[config.mk]
export PLATFORM = sky130hd
export DESIGN_NAME = hazard_stall_ctrl
export DESIGN_NICKNAME = d
export VERILOG_FILES = /design/src/rtl/hazard_pkg.sv /design/src/rtl/mc_cycle_counter.sv /design/src/rtl/hazard_stall_ctrl.sv
export SDC_FILE = /design/constraint.sdc
export NUM_CORES = 1
export LEC_CHECK = 0
export CAP_MARGIN = 20
export CORE_MARGIN = 2
export CORE_UTILIZATION = 35
export DETAILED_ROUTE_END_ITERATION = 6
export PLACE_DENSITY = 0.91
export SLEW_MARGIN = 0
export SYNTH_ARGS = -nofsm -noshare
export SYNTH_HDL_FRONTEND = slang
export SYNTH_HIERARCHICAL = 1
export SYNTH_SLANG_ARGS = --single-unit
export TNS_END_PERCENT = 10
[constraint.sdc]
create_clock -name Clk -period 3 [get_ports Clk]
set_input_delay 0.6 -clock Clk [delete_from_list [all_inputs] [get_ports Clk]]
set_output_delay 0.6 -clock Clk [all_outputs]
set_load 0.005 [all_outputs]
[src/rtl/hazard_pkg.sv]
// Shared types and defaults for the pipeline hazard / stall controller.
package hazard_pkg;

  localparam int unsigned McLatencyDefault = 4;

  typedef enum logic [1:0] {
    StRun,
    StLdStall,
    StMcWait
  } hazard_state_e;

endpackage

[src/rtl/mc_cycle_counter.sv]
// Multi-cycle countdown: clear beats load beats decrement; last_o flags a count of one.
module mc_cycle_counter #(
  parameter int unsigned Width = 2
) (
  input  logic             clk_i,
  input  logic             rst_ni,
  input  logic             clear_i,
  input  logic             load_i,
  input  logic [Width-1:0] load_val_i,
  input  logic             dec_i,
  output logic             last_o
);

  logic [Width-1:0] cnt_q, cnt_d;

  always_comb begin
    cnt_d = cnt_q;
    if (clear_i) begin
      cnt_d = '0;
    end else if (load_i) begin
      cnt_d = load_val_i;
    end else if (dec_i && (cnt_q != '0)) begin
      cnt_d = cnt_q - Width'(1);
    end
  end

  always_ff @(posedge clk_i or negedge rst_ni) begin
    if (!rst_ni) begin
      cnt_q <= '0;
    end else begin
      cnt_q <= cnt_d;
    end
  end

  assign last_o = (cnt_q == Width'(1));

endmodule

[src/rtl/hazard_stall_ctrl.sv]
// Load-use / multi-cycle stall and branch-flush controller for a 5-stage pipeline.
// Define STALL_CNT_EN to build the saturating Stall_Count counter; otherwise it reads 0.
module hazard_stall_ctrl
  import hazard_pkg::*;
#(
  parameter int unsigned REG_NUM_W  = 3,
  parameter int unsigned MC_LATENCY = McLatencyDefault
) (
  input  logic                 Clk,
  input  logic                 Rst_n,
  input  logic                 ID_Valid,
  input  logic [REG_NUM_W-1:0] ID_Rs,
  input  logic [REG_NUM_W-1:0] ID_Rt,
  input  logic                 ID_Uses_Rt,
  input  logic                 ID_Is_MC,
  input  logic [REG_NUM_W-1:0] ID_EX_Rd,
  input  logic                 ID_EX_MemRead,
  input  logic                 Branch_Taken,
  output logic                 PC_Write,
  output logic                 IF_ID_Write,
  output logic                 IF_ID_Flush,
  output logic                 ID_EX_Bubble,
  output logic                 MC_Busy,
  output logic [15:0]          Stall_Count
);

  localparam int unsigned CntW = $clog2(MC_LATENCY);

  hazard_state_e state_q, state_d;
  logic          hazard;
  logic          mc_issue;
  logic          cnt_clear, cnt_load, cnt_dec, cnt_last;

  assign hazard = ID_Valid && ID_EX_MemRead &&
                  ((ID_EX_Rd == ID_Rs) || (ID_Uses_Rt && (ID_EX_Rd == ID_Rt)));
  assign mc_issue = ID_Valid && ID_Is_MC;

  always_ff @(posedge Clk or negedge Rst_n) begin
    if (!Rst_n) begin
      state_q <= StRun;
    end else begin
      state_q <= state_d;
    end
  end

  always_comb begin
    state_d      = state_q;
    PC_Write     = 1'b1;
    IF_ID_Write  = 1'b1;
    IF_ID_Flush  = 1'b0;
    ID_EX_Bubble = 1'b0;
    MC_Busy      = 1'b0;
    cnt_clear    = 1'b0;
    cnt_load     = 1'b0;
    cnt_dec      = 1'b0;
    if (Branch_Taken) begin
      IF_ID_Flush  = 1'b1;
      ID_EX_Bubble = 1'b1;
      cnt_clear    = 1'b1;
      state_d      = StRun;
    end else begin
      unique case (state_q)
        StRun: begin
          if (hazard) begin
            PC_Write     = 1'b0;
            IF_ID_Write  = 1'b0;
            ID_EX_Bubble = 1'b1;
            state_d      = StLdStall;
          end else if (mc_issue) begin
            cnt_load = 1'b1;
            state_d  = StMcWait;
          end
        end
        StLdStall: begin
          // The held instruction issues now; a multi-cycle op deferred by the load starts here.
          state_d = StRun;
          if (mc_issue) begin
            cnt_load = 1'b1;
            state_d  = StMcWait;
          end
        end
        StMcWait: begin
          PC_Write     = 1'b0;
          IF_ID_Write  = 1'b0;
          ID_EX_Bubble = 1'b1;
          MC_Busy      = 1'b1;
          cnt_dec      = 1'b1;
          if (cnt_last) begin
            state_d = StRun;
          end
        end
        default: state_d = StRun;
      endcase
    end
  end

  mc_cycle_counter #(
    .Width (CntW)
  ) u_mc_cycle_counter (
    .clk_i      (Clk),
    .rst_ni     (Rst_n),
    .clear_i    (cnt_clear),
    .load_i     (cnt_load),
    .load_val_i (CntW'(MC_LATENCY - 1)),
    .dec_i      (cnt_dec),
    .last_o     (cnt_last)
  );

`ifdef STALL_CNT_EN
  logic [15:0] stall_cnt_q;

  always_ff @(posedge Clk or negedge Rst_n) begin
    if (!Rst_n) begin
      stall_cnt_q <= '0;
    end else if (!PC_Write && (stall_cnt_q != 16'hFFFF)) begin
      stall_cnt_q <= stall_cnt_q + 16'd1;
    end
  end

  assign Stall_Count = stall_cnt_q;
`else
  assign Stall_Count = '0;
`endif

endmodule

==> metrics.md <==
| Metric | Value |
|---|---|
| Run status | `finished clean` |
| Pleak | `0.320 nW` |
| Clk_lat worst skew | `230 ps` |
| Largest net degree at the start of global routing | `7` |
| Final Cycle Share | `96.7%` |
| First-pass GRT wire length | `1.22 mm` |
| Post-Place Cell Area | `647 µm²` |
| Area of the core | `1300 µm²` |
| Post-synthesis cell area | `488 µm²` |
| #FFs+latches synth | `4` |
| Post-synth top area share | `27.7%` |
| Multi-input logic area | `298 µm²` |
| Drt total wl | `973 µm` |
| HPWL Detailed | `814 µm` |
| Final setup viols | `0` |
| Sequential share of the synthesized area | `20.5%` |
| Gr ovfl total | `0` |
| Initial Util | `37.5%` |
| Clk_skew | `3.54 ps` |
| Area contributors post-synth | `buf_4, dfrtp_1, xnor2_1, a211oi_2, ha_1` |
| Clk slew on worst S/H paths | `40 ps` |
| IR Drop Worst-Case VDD | `241 µV` |
| CP peak stage delay | `520 ps` |
| Number of warnings issued by yosys | `6` |
| GRT Overall Usage | `11.7%` |
| CTS tree | `done` |
| Antenna viol nets, final | `0` |
| Worst setup margin | `99.5 ps` |
| Dpl ws | `74.1 ps` |
| Via count | `390` |
| Row count | `13` |
| CP Launch Point | `ID_EX_Rd[1]` |
| Die height | `41.3 µm` |
| Arr. time, crit path | `2300 ps` |
| Layout area overhead | `39.2%` |
| Reg area | `100 µm²` |
| Power per cell area | `291 nW/µm²` |
| Crit Path Category | `in2out` |
| Crit Path Max Fanout | `3` |
| Initial antenna violation count | `0` |
| Sink Count | `4` |
| Synth Flop Type | `dfrtp_1` |
| Design Area, Final | `679 µm²` |
| Worst EP required | `2400 ps` |
| IO Port Bufs | `20` |
| CP Cell Sequence | `clkdlybuf4s50_1 > xnor2_1 > nand3_1 > a211oi_2 > or3_1 > clkdlybuf4s50_1` |
| Hold slack | `572 ps` |
| Vias in the first global route | `334` |
| Cell variety after synth | `20` |
| Most frequent CP cell | `clkdlybuf4s50_1` |
| IO Count | `37` |
| Post-DR wirelength/cell | `10.1 µm` |
| Final #Nets | `101` |
| Drc violations | `0` |
| Final Hold Fails | `0` |
| H-tree levels | `1` |
| Routability Congestion | `0.755` |
| Synth Area per Inst | `8.56 µm²` |
| Accumulated negative setup slack | `0 ps` |
| Cts bufs inserted | `3` |
| Fraction of layout cells with a size suffix above 1 | `13.6%` |
| Most frequent cells in the layout | `clkdlybuf4s50_1, conb_1, xnor2_1, inv_1, dfrtp_1` |
| Critical path endpoint category | `primary output` |
| DR pass1 iterations | `2` |
| CTS Buffer Depth | `2` |
| Root Buffer | `clkbuf_4` |
| Die area | `1710 µm²` |
| Slowest CP cell | `clkdlybuf4s50_1` |
| Max cap viols | `0` |
| CP startpoint kind | `input port` |
| Post-Synthesis Cells | `57` |
| Async SR Flop Fraction | `100%` |
| Ant diodes | `0` |
| Min Tclk post-route | `2900 ps` |
| FF-to-FF Start | `state_q[0]$_DFFE_PN0P_` |
| Hold WC Path Type | `in2async` |
| Cell accounting for the most synthesized area | `buf_4` |
| Die width | `41.3 µm` |
| Max-slew violations | `0` |
| Final core occ | `52.2%` |
| Most common cell after layout, fill and taps aside | `clkdlybuf4s50_1` |
| Iter 0 DRT Violations | `2` |
| Number of synthesized flops with an enable pin | `0` |
| RSZ-0062 raised after global routing | `no` |
| Hold Buf Count CTS | `0` |
| Post-DR vias/cell | `4.06` |
| F_max | `0.345 GHz` |
| Fillers | `130` |
-- per-layer routing --
layer,vias to the layer above,share of wire [%],GRT usage [%]
met5,-,0,0
met4,0,0,0
met3,0,17,6.91
met2,27,51,24.6
met1,166,32,9.39
li1,197,-,-
-- cell type report --
cell class	instances	share of cell area, %
clock buffers	3	3.31
inverters	4	2.21
multi-input cells	47	43.8
flip-flops and latches	4	14.7
well taps	15	2.76
repair buffers	23	33.1
-- state kept, by name (all words and copies together) (netlist names) --
| name | flops |
|---|---|
| state_q | 2 |
| u_mc_cycle_counter/cnt_q | 2 |
-- Yosys cell counts (2+ instances only) --
cell / number
a211oi_2: 2
inv_1: 4
conb_1: 2
xnor2_1: 7
buf_4: 18
nor2b_1: 3
ha_1: 2
a21oi_1: 2
dfrtp_1: 4
nor2_1: 2
nand3_1: 2
-- cell families (layout without fill, tap and decap cells) --
| logic type | Yosys count | after routing | share of synthesized area (%) |
|---|---|---|---|
| AO/OA/AOI/OAI | 6 | 6 | 10.0 |
| XOR/XNOR | 7 | 7 | 12.6 |
| adder cells (fa/ha/maj) | 2 | 2 | 5.13 |
| buffers and inverters | 22 | 30 | 30.8 |
| flip-flops | 4 | 4 | 20.5 |
| other | 2 | 18 | 1.54 |
| AND/OR/NAND/NOR | 14 | 14 | 19.5 |
-- stage by stage --
step,power [mW],cells
2_1_floorplan,0.111,73
3_3_place_gp,0.130,92
3_5_place_dp,0.132,92
4_1_cts,0.201,95
5_1_grt,0.212,96
6_report,0.197,96
-- final timing paths --
path                                                            to  slack (ps)  cells past startpoint
setup / recovery                                      ID_EX_Bubble         100                      6
hold / removal                              state_q[0]$_DFFE_PN0P_         570                      1
hold reg to reg                             state_q[0]$_DFFE_PN0P_         580                      2
setup reg to reg           u_mc_cycle_counter/cnt_q[1]$_DFFE_PN0P_        1590                      6
min in group Clk                            state_q[0]$_DFFE_PN0P_         580                      2
max in group asynchronous  u_mc_cycle_counter/cnt_q[0]$_DFFE_PN0P_        2260                      1
-- where the power goes --
group | internal (mW) | switching, mW
Clock | 0.0446 | 0.0200
Sequential | 0.0576 | 0.00238
Combinational | 0.0436 | 0.0294
-- critical path: cells and delay by family --
family                    cells  cell delay [ps]
buffers and inverters         2             1010
AOI/OAI and AO/OA             1              300
and+or+nand+nor               2              250
xor gates and xnor gates      1              140
-- what timing repair did --
| action | CTS | global route |
|---|---|---|
| setup endpoints to repair | 0 | 3 |
| endpoints found under the hold margin | 0 | 0 |
| gates resized for setup | 0 | 1 |
| buffers inserted | 0 | 1 |
Power figures use the tool's default switching activity.
